===== src/rtl/score_pkg.sv =====
// Shared types and defaults for the score-increment pulse generator.
package score_pkg;

  typedef enum logic [1:0] {
    IDLE  = 2'd0,
    PULSE = 2'd1,
    GAP   = 2'd2
  } pulse_state_t;

  localparam int unsigned DEFAULT_GAP_CYCLES = 2;
  localparam int unsigned DEFAULT_PEND_W     = 3;

endpackage


===== src/rtl/edge_detect.sv =====
// Registered rising-edge detector; shared by the pass-event and flap-button paths.
module edge_detect (
  input  logic clk,
  input  logic rst,
  input  logic d,
  output logic rise
);

  logic d_q;

  always_ff @(posedge clk or posedge rst) begin
    if (rst) d_q <= 1'b0;
    else     d_q <= d;
  end

  assign rise = d & ~d_q;

endmodule


===== src/rtl/score_pulse_gen.sv =====
// Turns pass events into spaced single-cycle score increments with a saturating backlog.
// Optional SCORE_BONUS_EN adds a bonus input: a rise with bonus=1 queues two points.
module score_pulse_gen
  import score_pkg::*;
#(
  parameter int unsigned GAP_CYCLES = DEFAULT_GAP_CYCLES,
  parameter int unsigned PEND_W     = DEFAULT_PEND_W
) (
  input  logic              clk,
  input  logic              rst,
  input  logic              game_over,
  input  logic              pass_event,
`ifdef SCORE_BONUS_EN
  input  logic              bonus,
`endif
  output logic              incr_out,
  output logic [PEND_W-1:0] pending,
  output logic              busy,
  output logic              overflow
);

  localparam int unsigned CNT_W = $clog2(GAP_CYCLES + 1);
  localparam int unsigned SUM_W = PEND_W + 2;
  localparam logic [PEND_W-1:0] PEND_MAX = '1;
  localparam logic [CNT_W-1:0]  GAP_LAST = CNT_W'(GAP_CYCLES - 1);

  pulse_state_t     state, next_state;
  logic [CNT_W-1:0] gap_cnt;
  logic             rise;
  logic             issue;
  logic [SUM_W-1:0] add, sum;
  logic             sat;

  edge_detect u_edge (
    .clk  (clk),
    .rst  (rst),
    .d    (pass_event),
    .rise (rise)
  );

  always_ff @(posedge clk or posedge rst) begin
    if (rst) begin
      state    <= IDLE;
      incr_out <= 1'b0;
    end else begin
      state    <= next_state;
      incr_out <= (next_state == PULSE);
    end
  end

  // A finished gap with work queued goes straight to PULSE so a backlog
  // drains at one pulse per GAP_CYCLES+1 cycles.
  always_comb begin
    next_state = state;
    issue      = 1'b0;
    unique case (state)
      IDLE: begin
        if (pending != '0) begin
          next_state = PULSE;
          issue      = 1'b1;
        end
      end
      PULSE: next_state = GAP;
      GAP: begin
        if (gap_cnt == GAP_LAST) begin
          if (pending != '0) begin
            next_state = PULSE;
            issue      = 1'b1;
          end else begin
            next_state = IDLE;
          end
        end
      end
      default: next_state = IDLE;
    endcase
    if (game_over) begin
      next_state = IDLE;
      issue      = 1'b0;
    end
  end

  always_comb begin
    busy = (state != IDLE) || (pending != '0);
  end

  always_ff @(posedge clk or posedge rst) begin
    if (rst)                                  gap_cnt <= '0;
    else if (state == GAP && next_state == GAP) gap_cnt <= gap_cnt + CNT_W'(1);
    else                                      gap_cnt <= '0;
  end

  always_comb begin
    add = '0;
    if (rise) begin
`ifdef SCORE_BONUS_EN
      add = bonus ? SUM_W'(2) : SUM_W'(1);
`else
      add = SUM_W'(1);
`endif
    end
    sum = SUM_W'(pending) + add - SUM_W'(issue);
    sat = (sum > SUM_W'(PEND_MAX));
  end

  always_ff @(posedge clk or posedge rst) begin
    if (rst) begin
      pending  <= '0;
      overflow <= 1'b0;
    end else if (game_over) begin
      pending  <= '0;
      overflow <= 1'b0;
    end else begin
      pending <= sat ? PEND_MAX : sum[PEND_W-1:0];
      if (sat) overflow <= 1'b1;
    end
  end

endmodule


===== config.mk =====
export PLATFORM = sky130hd
export DESIGN_NAME = score_pulse_gen
export DESIGN_NICKNAME = d
export VERILOG_FILES = /design/src/rtl/score_pkg.sv /design/src/rtl/edge_detect.sv /design/src/rtl/score_pulse_gen.sv
export SDC_FILE = /design/constraint.sdc
export NUM_CORES = 1
export LEC_CHECK = 0
export ABC_CLOCK_PERIOD_IN_PS = 2800
export BUFFER_PORTS_ARGS = -buffer_cell sky130_fd_sc_hd__buf_2
export CAP_MARGIN = 10
export CORE_AREA = 2 2 39 41
export DETAILED_ROUTE_END_ITERATION = 10
export DIE_AREA = 0 0 41 43
export GPL_TIMING_DRIVEN = 0
export PLACE_DENSITY = 0.72
export SLEW_MARGIN = 20
export SYNTH_ARGS = -nofsm -noshare
export SYNTH_HDL_FRONTEND = slang
export SYNTH_HIERARCHICAL = 1
export SYNTH_SLANG_ARGS = --single-unit

===== constraint.sdc =====
create_clock -name clk -period 2.8 [get_ports clk]
set_input_delay 0 -clock clk [delete_from_list [all_inputs] [get_ports clk]]
set_output_delay 0 -clock clk [all_outputs]
set_load 0.03 [all_outputs]

# ---- Word level (Yosys, flattened, before mapping)
# Index checks and enable logic that the tools add are counted.
dict set report op_classes {
  n_bitwise 2
  magnitude_cmp 1
  muxes 15
  shift 0
  multipliers 0
  n_div 0
  n_eq_ne 5
  reduce_logical 6
  addsub 3
}
# operator count
set op_table {}
lappend op_table {{two-way mux 2 bit} 4}
lappend op_table {{two-way mux 1 bit} 7}
lappend op_table {{== test 2 x 1 -> 1 bit (second input constant)} 3}
lappend op_table {{two-way mux 3 bit} 2}
lappend op_table {{one-hot mux 2 bit (3 select lines)} 1}
lappend op_table {{adder 3 x 5 -> 5 bit} 1}
lappend op_table {{> comparator 5 x 3 -> 1 bit (second input constant)} 1}
lappend op_table {{subtractor 5 x 1 -> 5 bit} 1}
lappend op_table {{== test 2 bit (second input constant)} 2}
lappend op_table {{nonzero test 2 bit} 2}
lappend op_table {{nonzero test 3 bit} 1}
lappend op_table {{adder 2 x 1 -> 2 bit (second input constant)} 1}
lappend op_table {{logical NOT 2 bit} 1}
lappend op_table {{one-hot mux 1 bit (2 select lines)} 1}
lappend op_table {{AND 1 bit} 1}
lappend op_table {{logical AND 1 bit} 1}
lappend op_table {{logical OR 1 bit} 1}
lappend op_table {{inverter 1 bit} 1}
dict set report totals {
  regBits 10
  wordCells 38
  input_bits 4
  rom_bits 0
  output_inout_bits 6
  ram_bits 0
  latch_bits 0
  n_memories 0
}

# ---- Logic depth before layout (Yosys ltp)
dict set report depth {
  ltp_word 9
  ltp_mapped 11
  ltp_nobuf 11
}

# ---- By module
# Netlist, hierarchy kept.
# module cells_each area_per_inst_um2 seq_area_each_um2 instances
set modules_own_cells {}
lappend modules_own_cells {score_pulse_gen 49 518.0 225.2 1}
lappend modules_own_cells {edge_detect 3 42.5 25.0 1}

# ---- Worst setup path after synthesis
# OpenSTA, ideal clock, no wires.
dict set report synth_timing {
  path_type {reg-to-reg}
  startpoint {register pending[1]}
  endpoint {register overflow}
  setup_ns 0.082
  path_stages_with_launch 9
  path_buffers 0
  t_required_ns 2.718
  synth_period_minus_slack_ns 2.330
  t_arrival_ns 2.247
  setup_slack_ns 0.470
  path_cell_list {dfrtp_1 > nor3_1 > nor4b_1 > ha_1 > inv_1 > ha_1 > and3b_1 > or4_4 > a31oi_1}
}
dict set report synth_between {
  elab_chain_cells 8
  elab_cells_between_ends 9
  cone_classes {add/sub: 2; order compare: 1; mux: 4; reduce/logical: 2}
}
# item line_no
set synth_lines {}
lappend synth_lines {{start, declared} score_pulse_gen.sv:17} ;# output logic [PEND_W-1:0] pending,
lappend synth_lines {{start signal, assigned} score_pulse_gen.sv:113} ;# pending <= sat ? PEND_MAX : sum[PEND_W-1:0];
lappend synth_lines {{nonzero test 3 bit} {score_pulse_gen.sv:58, score_pulse_gen.sv:66}}
lappend synth_lines {{two-way mux 1 bit} {score_pulse_gen.sv:58, score_pulse_gen.sv:66}}
lappend synth_lines {{two-way mux 1 bit} score_pulse_gen.sv:65} ;# if (gap_cnt == GAP_LAST) begin
lappend synth_lines {{one-hot mux 1 bit (2 select lines)} score_pulse_gen.sv:56} ;# unique case (state)
lappend synth_lines {{two-way mux 1 bit} score_pulse_gen.sv:76} ;# if (game_over) begin
lappend synth_lines {{subtractor 5 x 1 -> 5 bit *} score_pulse_gen.sv:101} ;# sum = SUM_W'(pending) + add - SUM_W'(issue);
lappend synth_lines {{> comparator 5 x 3 -> 1 bit *} score_pulse_gen.sv:102} ;# sat = (sum > SUM_W'(PEND_MAX));
lappend synth_lines {{nonzero test 2 bit (no line) *} --}
lappend synth_lines {{end signal, assigned} score_pulse_gen.sv:108} ;# overflow <= 1'b0;
lappend synth_lines {{end signal, assigned} score_pulse_gen.sv:111} ;# overflow <= 1'b0;
lappend synth_lines {{end signal, assigned} score_pulse_gen.sv:114} ;# if (sat) overflow <= 1'b1;
lappend synth_lines {{end, declared} score_pulse_gen.sv:19} ;# output logic overflow
# Mark *: on every way between the ends. The rest lies on a longest branch, timed or not.
# A chain may end at the register's enable or synchronous reset.

# ---- Final worst setup path
dict set report layout_timing {
  startpoint {register gap_cnt[1]}
  endpoint {register pending[2]}
}
dict set report layout_between {
  elab_chain_cells 8
}
# item line_no
set layout_lines {}
lappend layout_lines {{start, declared} score_pulse_gen.sv:28} ;# logic [CNT_W-1:0] gap_cnt;
lappend layout_lines {{start signal, assigned} score_pulse_gen.sv:88} ;# else if (state == GAP && next_state == GAP) gap_cnt <= gap_cnt + CNT_W'(1);
lappend layout_lines {{== test 2 x 1 -> 1 bit *} score_pulse_gen.sv:65}
lappend layout_lines {{two-way mux 1 bit *} score_pulse_gen.sv:65}
lappend layout_lines {{one-hot mux 1 bit (2 select lines) *} score_pulse_gen.sv:56}
lappend layout_lines {{two-way mux 1 bit *} score_pulse_gen.sv:76}
lappend layout_lines {{subtractor 5 x 1 -> 5 bit *} score_pulse_gen.sv:101}
lappend layout_lines {{> comparator 5 x 3 -> 1 bit} score_pulse_gen.sv:102}
lappend layout_lines {{two-way mux 3 bit *} score_pulse_gen.sv:113}
lappend layout_lines {{two-way mux 3 bit *} score_pulse_gen.sv:109} ;# end else if (game_over) begin
# Marked as above.

==> flow_summary.yaml <==
routing:
  firstDrtPassIters: 3
  drc: 0
  routed_wl_um: 978
  drt_iter0_drc: 5
  route.vias.total: 419
  detail-route-antenna-nets: 0
  wl_per_cell_um: 11.9
  vias_per_cell: 5.11
clocking:
  cts_max_level: 1
  cts_tree: "yes"
  clkTransAtPathRegs_ps: 70
  cts_root_buffer: "clkbuf_4"
  clock-sinks: 10
  ctsHoldBuffers: 2
  cts-buffers-inserted: 3
  ctsResizeCount: 0
  clk_latency_ps: 260
  cts_max_path_buffers: 2
  cts_setup_buffers: 0
synthesis:
  synth_common_cells: "10 x dfrtp_1, 8 x inv_1, 6 x ha_1, 6 x nor2_1, 4 x a31oi_1"
  syn_area_um2: 561
  synth_top_family_by_area: "simple AND/OR/NAND/NOR gates"
  ys_ff_latch: 10
  yosysTopAreaCellShare_pct: 44.6
  yosysWarningCount: 6
  synthXorXnorAreaFrac_pct: 0
  syn_nets: 63
  synth-simple-area-share_pct: 22.5
  synth_edf_count: 0
  synth_ff_type: "dfrtp_1"
  netlist_instances: 52
  synthArstFlopShare_pct: 100
  synth_compound_area_share_pct: 5.80
  synth_area_per_cell_um2: 10.8
  muxShareOfSynthArea_pct: 4.02
  synth_cell_types: 19
  netlist_top_cells_area: "dfrtp_1 45%, ha_1 13%, inv_1 5.4%, nor4b_1 4.7%, a31oi_1 4.5%"
  synth_top_area_cell: "dfrtp_1"
  synth_most_common_cell: "dfrtp_1"
  ys_seq_area_share_pct: 44.6
  synth_fa_ha_area_share_pct: 17.0
global_routing:
  antenna_found_initial: 0
  use_met3_pct: 4.71
  grt_pass1_vias: 406
  grt_util_met2_pct: 20.6
  grt_use_total_pct: 14.5
  grt_overflow_total: 0
  grt_use_met1_pct: 18.5
  grt_pass1_wl_mm: 1.69
  grt-busiest-layer: "met2"
  grt_max_degree: 11
critical_path:
  critPathMaxStageDelay_ps: 510
  crit_chain: "inv_1 > ha_1 > nand2b_1 > nor4b_1 > ha_1 > inv_1 > ha_1 > and3b_1 > or4_4 > a31oi_1"
  crit_type: "flip-flop to flip-flop"
  arrival_ps: 2710
  crit_fanout: 6
  worstSetupStartpointType: "flip-flop"
  endpoint_kind: "flip-flop"
  crit_top_cell: "ha_1"
  cp_data_required_time_ps: 2980
  crit_slowest_cell: "or4_4"
die:
  initial_core_util_pct: 40.5
  floorplan.rows: 14
  fp.coreArea_mm2: 0.00138
  io_pins: 10
  die_height_um: 43
  dieArea_mm2: 0.00176
  die_x_um: 41
sta:
  min_period_ps: 2530
  setup_tns_ps: 0
  rsz0062_at_grt: "no"
  tightest_slew_ps: 503
  finalHoldViolCount: 0
  final-max-slew-violation-count: 0
  skew_ps: 0.935
  setup_violations: 0
  max_freq_mhz: 396
  finalCritPeriodShare_pct: 90.2
  max_slew_margin_pct: 66.2
power:
  peakVddDrop_uv: 492
  leakage_nw: 0.335
  power_per_cell_area_mw_per_mm2: 1240
place:
  numPortBuffers: 8
  hpwl_um: 735
  gp_congestion: 0.805
run:
  maxCapViolCount: 0
layout:
  final_util_pct: 48.9
  synthToLayoutAreaGrowth_pct: 20.8
  antennaDiodeCount: 0
  fillers: 144
  layout-drive-gt1-share_pct: 25.8
  fin_nets: 78
worst_hold_path:
  worstHoldPathType: "input port to flip-flop"
status:
  run_status: "finished, final reports clean"
[final timing paths]
check / from / to / slack [ps] / depth (start not counted)
min in group asynchronous: rst / u_edge/d_q$_DFF_PP0_ / 120 / 3
hold reg to reg: gap_cnt[0]$_DFF_PP0_ / gap_cnt[0]$_DFF_PP0_ / 450 / 1
setup reg to reg: gap_cnt[1]$_DFF_PP0_ / pending[2]$_DFF_PP0_ / 270 / 10
max in group asynchronous: rst / gap_cnt[0]$_DFF_PP0_ / 2310 / 3
setup / recovery: gap_cnt[1]$_DFF_PP0_ / pending[2]$_DFF_PP0_ / 270 / 10
hold / removal: game_over / state[1]$_DFF_PP0_ / 110 / 2
[flip-flops by register name, summed over array words and instances (netlist names)]
| register | count |
|---|---|
| pending | 3 |
| gap_cnt | 2 |
| state | 2 |
| incr_out | 1 |
| overflow | 1 |
| u_edge/d_q | 1 |
[cell usage in the layout, fill, tap and decap left out]
cell type      count
clkbuf_4           3
o31ai_1            1
nor3_1             1
buf_2              8
nand2b_1           1
nor4b_1            3
nor4_1             2
mux2_2             2
and2b_4            1
nor2_1             6
dlygate4sd3_1      2
clkbuf_8           1
clkbuf_1           1
and3b_1            1
inv_1              8
nor2b_4            1
ha_1               6
fa_1               1
nor2b_1            1
dfrtp_1           10
nand2_1            1
or4_4              1
a31oi_1            4
[area by class of cell]
cell class                      count  area, um^2  share of cell area, %
Inverter                            8        30.0                   4.44
Sequential cell                    10         250                   37.0
Multi-Input combinational cell     33         277                   40.9
Clock buffer                        4        36.3                   5.36
Timing Repair Buffer               10        60.1                   8.87
Tap cell                           16        20.0                   2.96
Buffer                              1        3.75                  0.555
[logic make-up (layout without fill, tap and decap cells)]
kind of cell,after synthesis,count (layout)
adders and majority gates,7,7
buffers and inverters,9,23
and+or+nand+nor,19,19
DFF,10,10
AOI/OAI and AO/OA,5,5
muxes,2,2
[worst max-delay path, delay by kind of cell, from the launching register on]
| family | cells | cell delay (ps) |
|---|---|---|
| flip-flops | 1 | 370 |
| buffers and inverters | 2 | 110 |
| adder cells (fa/ha/maj) | 3 | 590 |
| AND/OR/NAND/NOR | 4 | 1170 |
| AO/OA/AOI/OAI | 1 | 200 |
[per-layer routing]
layer,part of all wire [%],vias to the layer above
li1,-,207
met1,44,202
met2,53,10
met3,3.0,0
met4,0,0
met5,0,-
[power breakdown]
group	leakage [nW]	internal [mW]	switching [mW]	total, mW
combinational	0.186	0.201	0.268	0.468
sequential	0.128	0.195	0.0455	0.240
clock	0.0210	0.0789	0.0507	0.130
[through the flow]
stage          instances  setup slack [ps]  hold WS (ps)  total power, mW  instance area, um^2
6_report              82               274           109            0.838                  677
5_1_grt               82              47.2           138            0.919                  677
4_1_cts               82               236           106            0.848                  677
3_5_place_dp          76               281          -153            0.711                  621
3_3_place_gp          76               310          -157            0.698                  621
2_1_floorplan         52               470          -271            0.601                  561
Power figures use the tool's default switching activity.
